**config.mk**
```make
export PLATFORM = sky130hd
export DESIGN_NAME = uart_echo
export DESIGN_NICKNAME = d
export VERILOG_FILES = /design/src/rtl/uart_echo.sv
export SDC_FILE = /design/constraint.sdc
export NUM_CORES = 1
export LEC_CHECK = 0
export ABC_CLOCK_PERIOD_IN_PS = 2920
export BUFFER_PORTS_ARGS = -buffer_cell sky130_fd_sc_hd__buf_2
export CORE_UTILIZATION = 25
export DETAILED_ROUTE_END_ITERATION = 8
export RECOVER_POWER = 25
export SYNTH_ARGS = -nofsm -noshare
export SYNTH_HDL_FRONTEND = slang
export SYNTH_SLANG_ARGS = --single-unit
```
**constraint.sdc**
```tcl
create_clock -name clk_i -period 2.92 [get_ports clk_i]
set_clock_uncertainty 0.2 [all_clocks]
set_input_delay 0.876 -clock clk_i [delete_from_list [all_inputs] [get_ports clk_i]]
set_output_delay 0.876 -clock clk_i [all_outputs]
set_load 0.005 [all_outputs]
```
**src/rtl/uart_echo.sv**
```systemverilog
`default_nettype none
// ============================================================================
//  Module   : uart_echo
//  Purpose  : 8N1 UART loopback. Each valid received byte passes through a
//             one-byte holding register and is retransmitted on tx_o.
//  Revision : 1.0  initial release
// ============================================================================
module uart_echo #(
    parameter int CLK_FREQ_HZ  = 32256000,
    parameter int BAUD_RATE    = 115200,
    parameter int CLKS_PER_BIT = CLK_FREQ_HZ / BAUD_RATE
) (
    input  logic clk_i,
    input  logic rst_i,
    input  logic rx_i,
    output logic tx_o
);

    localparam int                 c_CNT_W     = $clog2(CLKS_PER_BIT);
    localparam logic [c_CNT_W-1:0] c_BIT_LAST  = c_CNT_W'(CLKS_PER_BIT - 1);
    localparam logic [c_CNT_W-1:0] c_HALF_LAST = c_CNT_W'(CLKS_PER_BIT / 2 - 1);

    typedef enum logic [1:0] {
        RX_IDLE  = 2'd0,
        RX_START = 2'd1,
        RX_DATA  = 2'd2,
        RX_STOP  = 2'd3
    } rx_state_t;

    typedef enum logic [1:0] {
        TX_IDLE  = 2'd0,
        TX_START = 2'd1,
        TX_DATA  = 2'd2,
        TX_STOP  = 2'd3
    } tx_state_t;

    // Reset asserts asynchronously; release is held for two clocks so every
    // flop leaves reset on the same edge.
    logic [1:0] r_rst_pipe;
    logic       w_rst_hold;

    always_ff @(posedge clk_i or posedge rst_i) begin
        if (rst_i) r_rst_pipe <= 2'b11;
        else       r_rst_pipe <= {r_rst_pipe[0], 1'b0};
    end

    assign w_rst_hold = r_rst_pipe[1];

    logic r_rx_meta;
    logic r_rx_sync;
    logic r_rx_prev;

    always_ff @(posedge clk_i or posedge rst_i) begin
        if (rst_i) begin
            r_rx_meta <= 1'b1;
            r_rx_sync <= 1'b1;
            r_rx_prev <= 1'b1;
        end else begin
            r_rx_meta <= rx_i;
            r_rx_sync <= r_rx_meta;
            r_rx_prev <= r_rx_sync;
        end
    end

    rx_state_t          r_rx_state, w_rx_state_next;
    logic [c_CNT_W-1:0] r_rx_cnt,   w_rx_cnt_next;
    logic [2:0]         r_rx_bit,   w_rx_bit_next;
    logic [7:0]         r_rx_shift, w_rx_shift_next;
    logic               w_rx_byte_valid;

    always_ff @(posedge clk_i or posedge rst_i) begin
        if (rst_i) begin
            r_rx_state <= RX_IDLE;
            r_rx_cnt   <= '0;
            r_rx_bit   <= '0;
            r_rx_shift <= '0;
        end else begin
            r_rx_state <= w_rx_state_next;
            r_rx_cnt   <= w_rx_cnt_next;
            r_rx_bit   <= w_rx_bit_next;
            r_rx_shift <= w_rx_shift_next;
        end
    end

    always_comb begin
        w_rx_state_next = r_rx_state;
        w_rx_cnt_next   = r_rx_cnt + 1'b1;
        w_rx_bit_next   = r_rx_bit;
        w_rx_shift_next = r_rx_shift;
        w_rx_byte_valid = 1'b0;
        case (r_rx_state)
            RX_IDLE: begin
                w_rx_cnt_next = '0;
                if (r_rx_prev && !r_rx_sync) w_rx_state_next = RX_START;
            end
            RX_START: begin
                // A start bit that is no longer low at mid-bit is a glitch.
                if (r_rx_cnt == c_HALF_LAST) begin
                    w_rx_cnt_next   = '0;
                    w_rx_bit_next   = '0;
                    w_rx_state_next = r_rx_sync ? RX_IDLE : RX_DATA;
                end
            end
            RX_DATA: begin
                if (r_rx_cnt == c_BIT_LAST) begin
                    w_rx_cnt_next   = '0;
                    w_rx_shift_next = {r_rx_sync, r_rx_shift[7:1]};
                    w_rx_bit_next   = r_rx_bit + 3'd1;
                    if (r_rx_bit == 3'd7) w_rx_state_next = RX_STOP;
                end
            end
            RX_STOP: begin
                if (r_rx_cnt == c_BIT_LAST) begin
                    w_rx_cnt_next   = '0;
                    w_rx_byte_valid = r_rx_sync;
                    w_rx_state_next = RX_IDLE;
                end
            end
            default: w_rx_state_next = RX_IDLE;
        endcase
        if (w_rst_hold) begin
            w_rx_state_next = RX_IDLE;
            w_rx_cnt_next   = '0;
            w_rx_bit_next   = '0;
            w_rx_shift_next = '0;
            w_rx_byte_valid = 1'b0;
        end
    end

    logic [7:0] tx_data;
    logic       tx_valid;
    logic       tx_ready;
    logic       w_xfer;

    assign w_xfer = tx_valid && tx_ready;

    // A byte arriving while one is still held is dropped unless the held
    // byte is being handed to the transmitter on the same cycle.
    always_ff @(posedge clk_i or posedge rst_i) begin
        if (rst_i) begin
            tx_valid <= 1'b0;
            tx_data  <= '0;
        end else if (w_rst_hold) begin
            tx_valid <= 1'b0;
            tx_data  <= '0;
        end else if (w_rx_byte_valid && (!tx_valid || w_xfer)) begin
            tx_valid <= 1'b1;
            tx_data  <= r_rx_shift;
        end else if (w_xfer) begin
            tx_valid <= 1'b0;
        end
    end

    tx_state_t          r_tx_state, w_tx_state_next;
    logic [c_CNT_W-1:0] r_tx_cnt,   w_tx_cnt_next;
    logic [2:0]         r_tx_bit,   w_tx_bit_next;
    logic [7:0]         r_tx_shift, w_tx_shift_next;
    logic               r_tx_out,   w_tx_out_next;

    assign tx_ready = (r_tx_state == TX_IDLE);
    assign tx_o     = r_tx_out;

    always_ff @(posedge clk_i or posedge rst_i) begin
        if (rst_i) begin
            r_tx_state <= TX_IDLE;
            r_tx_cnt   <= '0;
            r_tx_bit   <= '0;
            r_tx_shift <= '0;
            r_tx_out   <= 1'b1;
        end else begin
            r_tx_state <= w_tx_state_next;
            r_tx_cnt   <= w_tx_cnt_next;
            r_tx_bit   <= w_tx_bit_next;
            r_tx_shift <= w_tx_shift_next;
            r_tx_out   <= w_tx_out_next;
        end
    end

    always_comb begin
        w_tx_state_next = r_tx_state;
        w_tx_cnt_next   = r_tx_cnt + 1'b1;
        w_tx_bit_next   = r_tx_bit;
        w_tx_shift_next = r_tx_shift;
        w_tx_out_next   = r_tx_out;
        case (r_tx_state)
            TX_IDLE: begin
                w_tx_cnt_next = '0;
                w_tx_out_next = 1'b1;
                if (tx_valid) begin
                    w_tx_shift_next = tx_data;
                    w_tx_bit_next   = '0;
                    w_tx_out_next   = 1'b0;
                    w_tx_state_next = TX_START;
                end
            end
            TX_START: begin
                if (r_tx_cnt == c_BIT_LAST) begin
                    w_tx_cnt_next   = '0;
                    w_tx_out_next   = r_tx_shift[0];
                    w_tx_state_next = TX_DATA;
                end
            end
            TX_DATA: begin
                // The line value for the next bit is registered one bit ahead.
                if (r_tx_cnt == c_BIT_LAST) begin
                    w_tx_cnt_next   = '0;
                    w_tx_shift_next = {1'b0, r_tx_shift[7:1]};
                    w_tx_bit_next   = r_tx_bit + 3'd1;
                    if (r_tx_bit == 3'd7) begin
                        w_tx_out_next   = 1'b1;
                        w_tx_state_next = TX_STOP;
                    end else begin
                        w_tx_out_next = r_tx_shift[1];
                    end
                end
            end
            TX_STOP: begin
                if (r_tx_cnt == c_BIT_LAST) begin
                    w_tx_cnt_next   = '0;
                    w_tx_out_next   = 1'b1;
                    w_tx_state_next = TX_IDLE;
                end
            end
            default: w_tx_state_next = TX_IDLE;
        endcase
        if (w_rst_hold) begin
            w_tx_state_next = TX_IDLE;
            w_tx_cnt_next   = '0;
            w_tx_bit_next   = '0;
            w_tx_shift_next = '0;
            w_tx_out_next   = 1'b1;
        end
    end

endmodule
`default_nettype wire

```
==> impl_metrics.ini <==
[place]
port_buffers = 3
pre_cts_slack_ns = 0.484
place_hpwl_um = 3500
dp_cells = 409
place_area_um2 = 3110
gp_congestion = 0.754

[logic_synthesis]
synthMuxAreaShare = 0.0760
syn_nets = 287
synth_xor_area_frac = 0.0443
netlist_instances = 274
ys_async_sr_fraction = 1.00
ys_seq_area_frac = 0.501
synth_top_family_by_area = simple AND/OR/NAND/NOR gates
ys_seq_elements = 59
synth_top_area_frac = 0.448
ys_warn_count = 0
synthAdderAreaFrac = 0.0422
yosys.area.top_type = dfrtp_1
syn_area_um2 = 2960
synth_edf_count = 0
synth_cell_type_count = 54
yosys.area_share.simple = 0.205
synth_compound_area_frac = 0.0963
ys.flop_type = dfrtp_1
syn_area_per_cell_um2 = 10.8
synth_area_leaders = dfrtp_1, dfstp_2, ha_1, mux2i_1, xor2_1

[timing]
drv_slew = 0
hold_slack_ns = 0.153
rsz0062_at_grt = false
setup_viol = 0
slew_headroom = 0.324
fin_crit_ns = 2.40
finalHoldViolCount = 0
timing.final.crit_share = 0.823
tightest_slew_ns = 1.01
clock.fmax_mhz = 416
setup_slack_ns = 0.517
final.setup.tns_ns = 0

[routing]
wire_per_inst_um = 12.4
detail-route-antenna-nets = 0
route.detailed.drc = 0
drt-pass1-iter-count = 6
vias_per_cell = 4.63
vias = 1964
wl_um = 5250
drt_iter0_markers = 58

[worst_setup_path]
worstSetupPathType = reg2reg
worstPathArrival_ns = 2.43
r2r-start = r_tx_state[0]$_DFFE_PP0P_
ff2ff_setup_slack_ns = 0.52
cp_slowest_cell = nor4_4
critPathMaxStageDelay_ns = 0.56
path_depth = 6
path_cells = inv_1 > ha_1 > inv_1 > nor4_4 > a22oi_1 > a31oi_1
crit_path_max_fanout = 14
startpoint_type = register
timing.critical_path.mode_cell = inv_1
critical_path_buf_inv_count = 2
critical-path-top-delay-family = simple AND/OR/NAND/NOR gates
r2r-end = r_tx_shift[4]$_DFFE_PP0P_
crit_end = r_tx_shift[4]$_DFFE_PP0P_
reg2reg_depth = 6
worstPathRequired_ns = 2.95
crit_start = r_tx_state[0]$_DFFE_PP0P_
end_kind = register

[clock_network]
clock_tree.buffer_depth = 2
tritoncts = done
h-tree-depth = 3
cts_resized = 0
cts_hold_buf = 0
cts_root_buffer = clkbuf_16
cts_buffers = 9
clk_latency_ns = 0.32
path_clk_slew_ns = 0.05
post-cts-setup-buffers = 0
cts_sinks = 59

[finish]
num_antenna_cells = 0
final_area_um2 = 3400
fillers = 1160
fin_util = 0.297
fin_nets = 290
syn2layout_area_growth_pct = 14.9
fin_cells = 424
drive_gt1_frac = 0.146

[die]
num_rows = 39
ioPinCount = 4
dieArea_um2 = 12300
core_um2 = 11500
die_x_um = 111
dieHeight_um = 111
initial_core_util = 0.258

[power_and_ir_drop]
peakVddDrop_mv = 0.231
p_per_area_nw_per_um2 = 559
netSwitchingFraction = 0.193
p_comb_frac = 0.017
p_total_mw = 1.90
leakage_nw = 1.51
switching_power_mw = 0.367
power_frac_clock = 0.540
p_int_mw = 1.54
seq_power_share = 0.443

[global_routing]
grt.total_usage = 0.0941
grt_use_met3 = 0.0383
grt_max_degree = 45
grtUsageMet1 = 0.119
overflow = 0
grt_pass1_wl_um = 9250
busiest_layer = met2
antenna_found_initial = 0
grtUsageMet2 = 0.142
grt_pass1_vias = 1997

[outcome]
run_status = finished, final reports clean

[job]
cap_violations = 0

[min_path]
hold_class = reg2reg
## state kept, by name (all words and copies together) (netlist names), 2 cells and up
register	count
r_rx_cnt	9
r_tx_cnt	9
r_rx_shift	8
r_tx_shift	8
tx_data	8
r_rx_bit	3
r_tx_bit	3
r_rst_pipe	2
r_rx_state	2
r_tx_state	2
## kinds of logic (layout without fill, tap and decap cells)
kind of cell | Yosys count | after routing
simple gates | 108 | 108
compound gates | 38 | 38
flops | 59 | 59
xor+xnor | 15 | 15
buf+inv | 22 | 29
fa+ha+maj | 10 | 10
other cells | 1 | 1
mux | 21 | 21
## power groups by stage
stage | clock, mW | sequential [mW] | combinational [mW]
after floorplan | 0 | 0.845 | 0.0317
after global placement | 0 | 0.855 | 0.0337
after detailed placement | 0 | 0.856 | 0.0342
after CTS | 1.06 | 0.843 | 0.0343
after global routing | 1.10 | 0.843 | 0.0384
final | 1.03 | 0.843 | 0.0324
## how the worst min path moves through the flow
stage | slack (ns) | end | start | depth (start not counted)
5_1_grt | 0.16 | r_rst_pipe[1]$_DFF_PP1_ | r_rst_pipe[0]$_DFF_PP1_ | 0
2_1_floorplan | 0.15 | r_rst_pipe[1]$_DFF_PP1_ | r_rst_pipe[0]$_DFF_PP1_ | 0
3_5_place_dp | 0.15 | r_rst_pipe[1]$_DFF_PP1_ | r_rst_pipe[0]$_DFF_PP1_ | 0
4_1_cts | 0.15 | r_rst_pipe[1]$_DFF_PP1_ | r_rst_pipe[0]$_DFF_PP1_ | 0
6_report | 0.15 | r_rst_pipe[1]$_DFF_PP1_ | r_rst_pipe[0]$_DFF_PP1_ | 0
3_3_place_gp | 0.15 | r_rst_pipe[1]$_DFF_PP1_ | r_rst_pipe[0]$_DFF_PP1_ | 0
## cells in the mapped netlist, types with 5 or more instances
cell type and n:
a22oi_1 7, a21oi_1 5, nand2b_1 7, clkbuf_1 10
inv_1 8, xor2_1 12, dfrtp_1 53, mux2_2 8
nand3_1 12, dfstp_2 6, nor2_1 26, ha_1 10
mux2i_1 12, nor2b_1 9, nor3_1 8, a31oi_1 7
nand2_1 16
## placed cells by master, fill, tap and decap left out, types with 5 or more instances in the layout
master	instances
a21oi_1	5
a22oi_1	7
a31oi_1	7
clkbuf_16	9
dfrtp_1	53
dfstp_2	5
ha_1	10
inv_1	8
mux2_2	8
mux2i_1	12
nand2_1	16
nand2b_1	7
nand3_1	12
nor2_1	26
nor2b_1	9
nor3_1	8
xor2_1	12
## area by class of cell
cell class	instances	area, um^2	area share
Clock buffer	13	260	0.0764
Clock inverter	2	35.0	0.0103
Inverter	8	30.0	0.00882
Multi-Input combinational cell	193	1380	0.405
Sequential cell	59	1480	0.436
Tap cell	143	179	0.0526
Timing Repair Buffer	6	37.5	0.0110
## layer usage
layer | share of wire | up-vias
li1 | - | 978
met1 | 0.50 | 961
met2 | 0.47 | 21
met3 | 0.025 | 4
met4 | 0.0071 | 0
met5 | 0 | -
(Power assumes the default switching activity.)
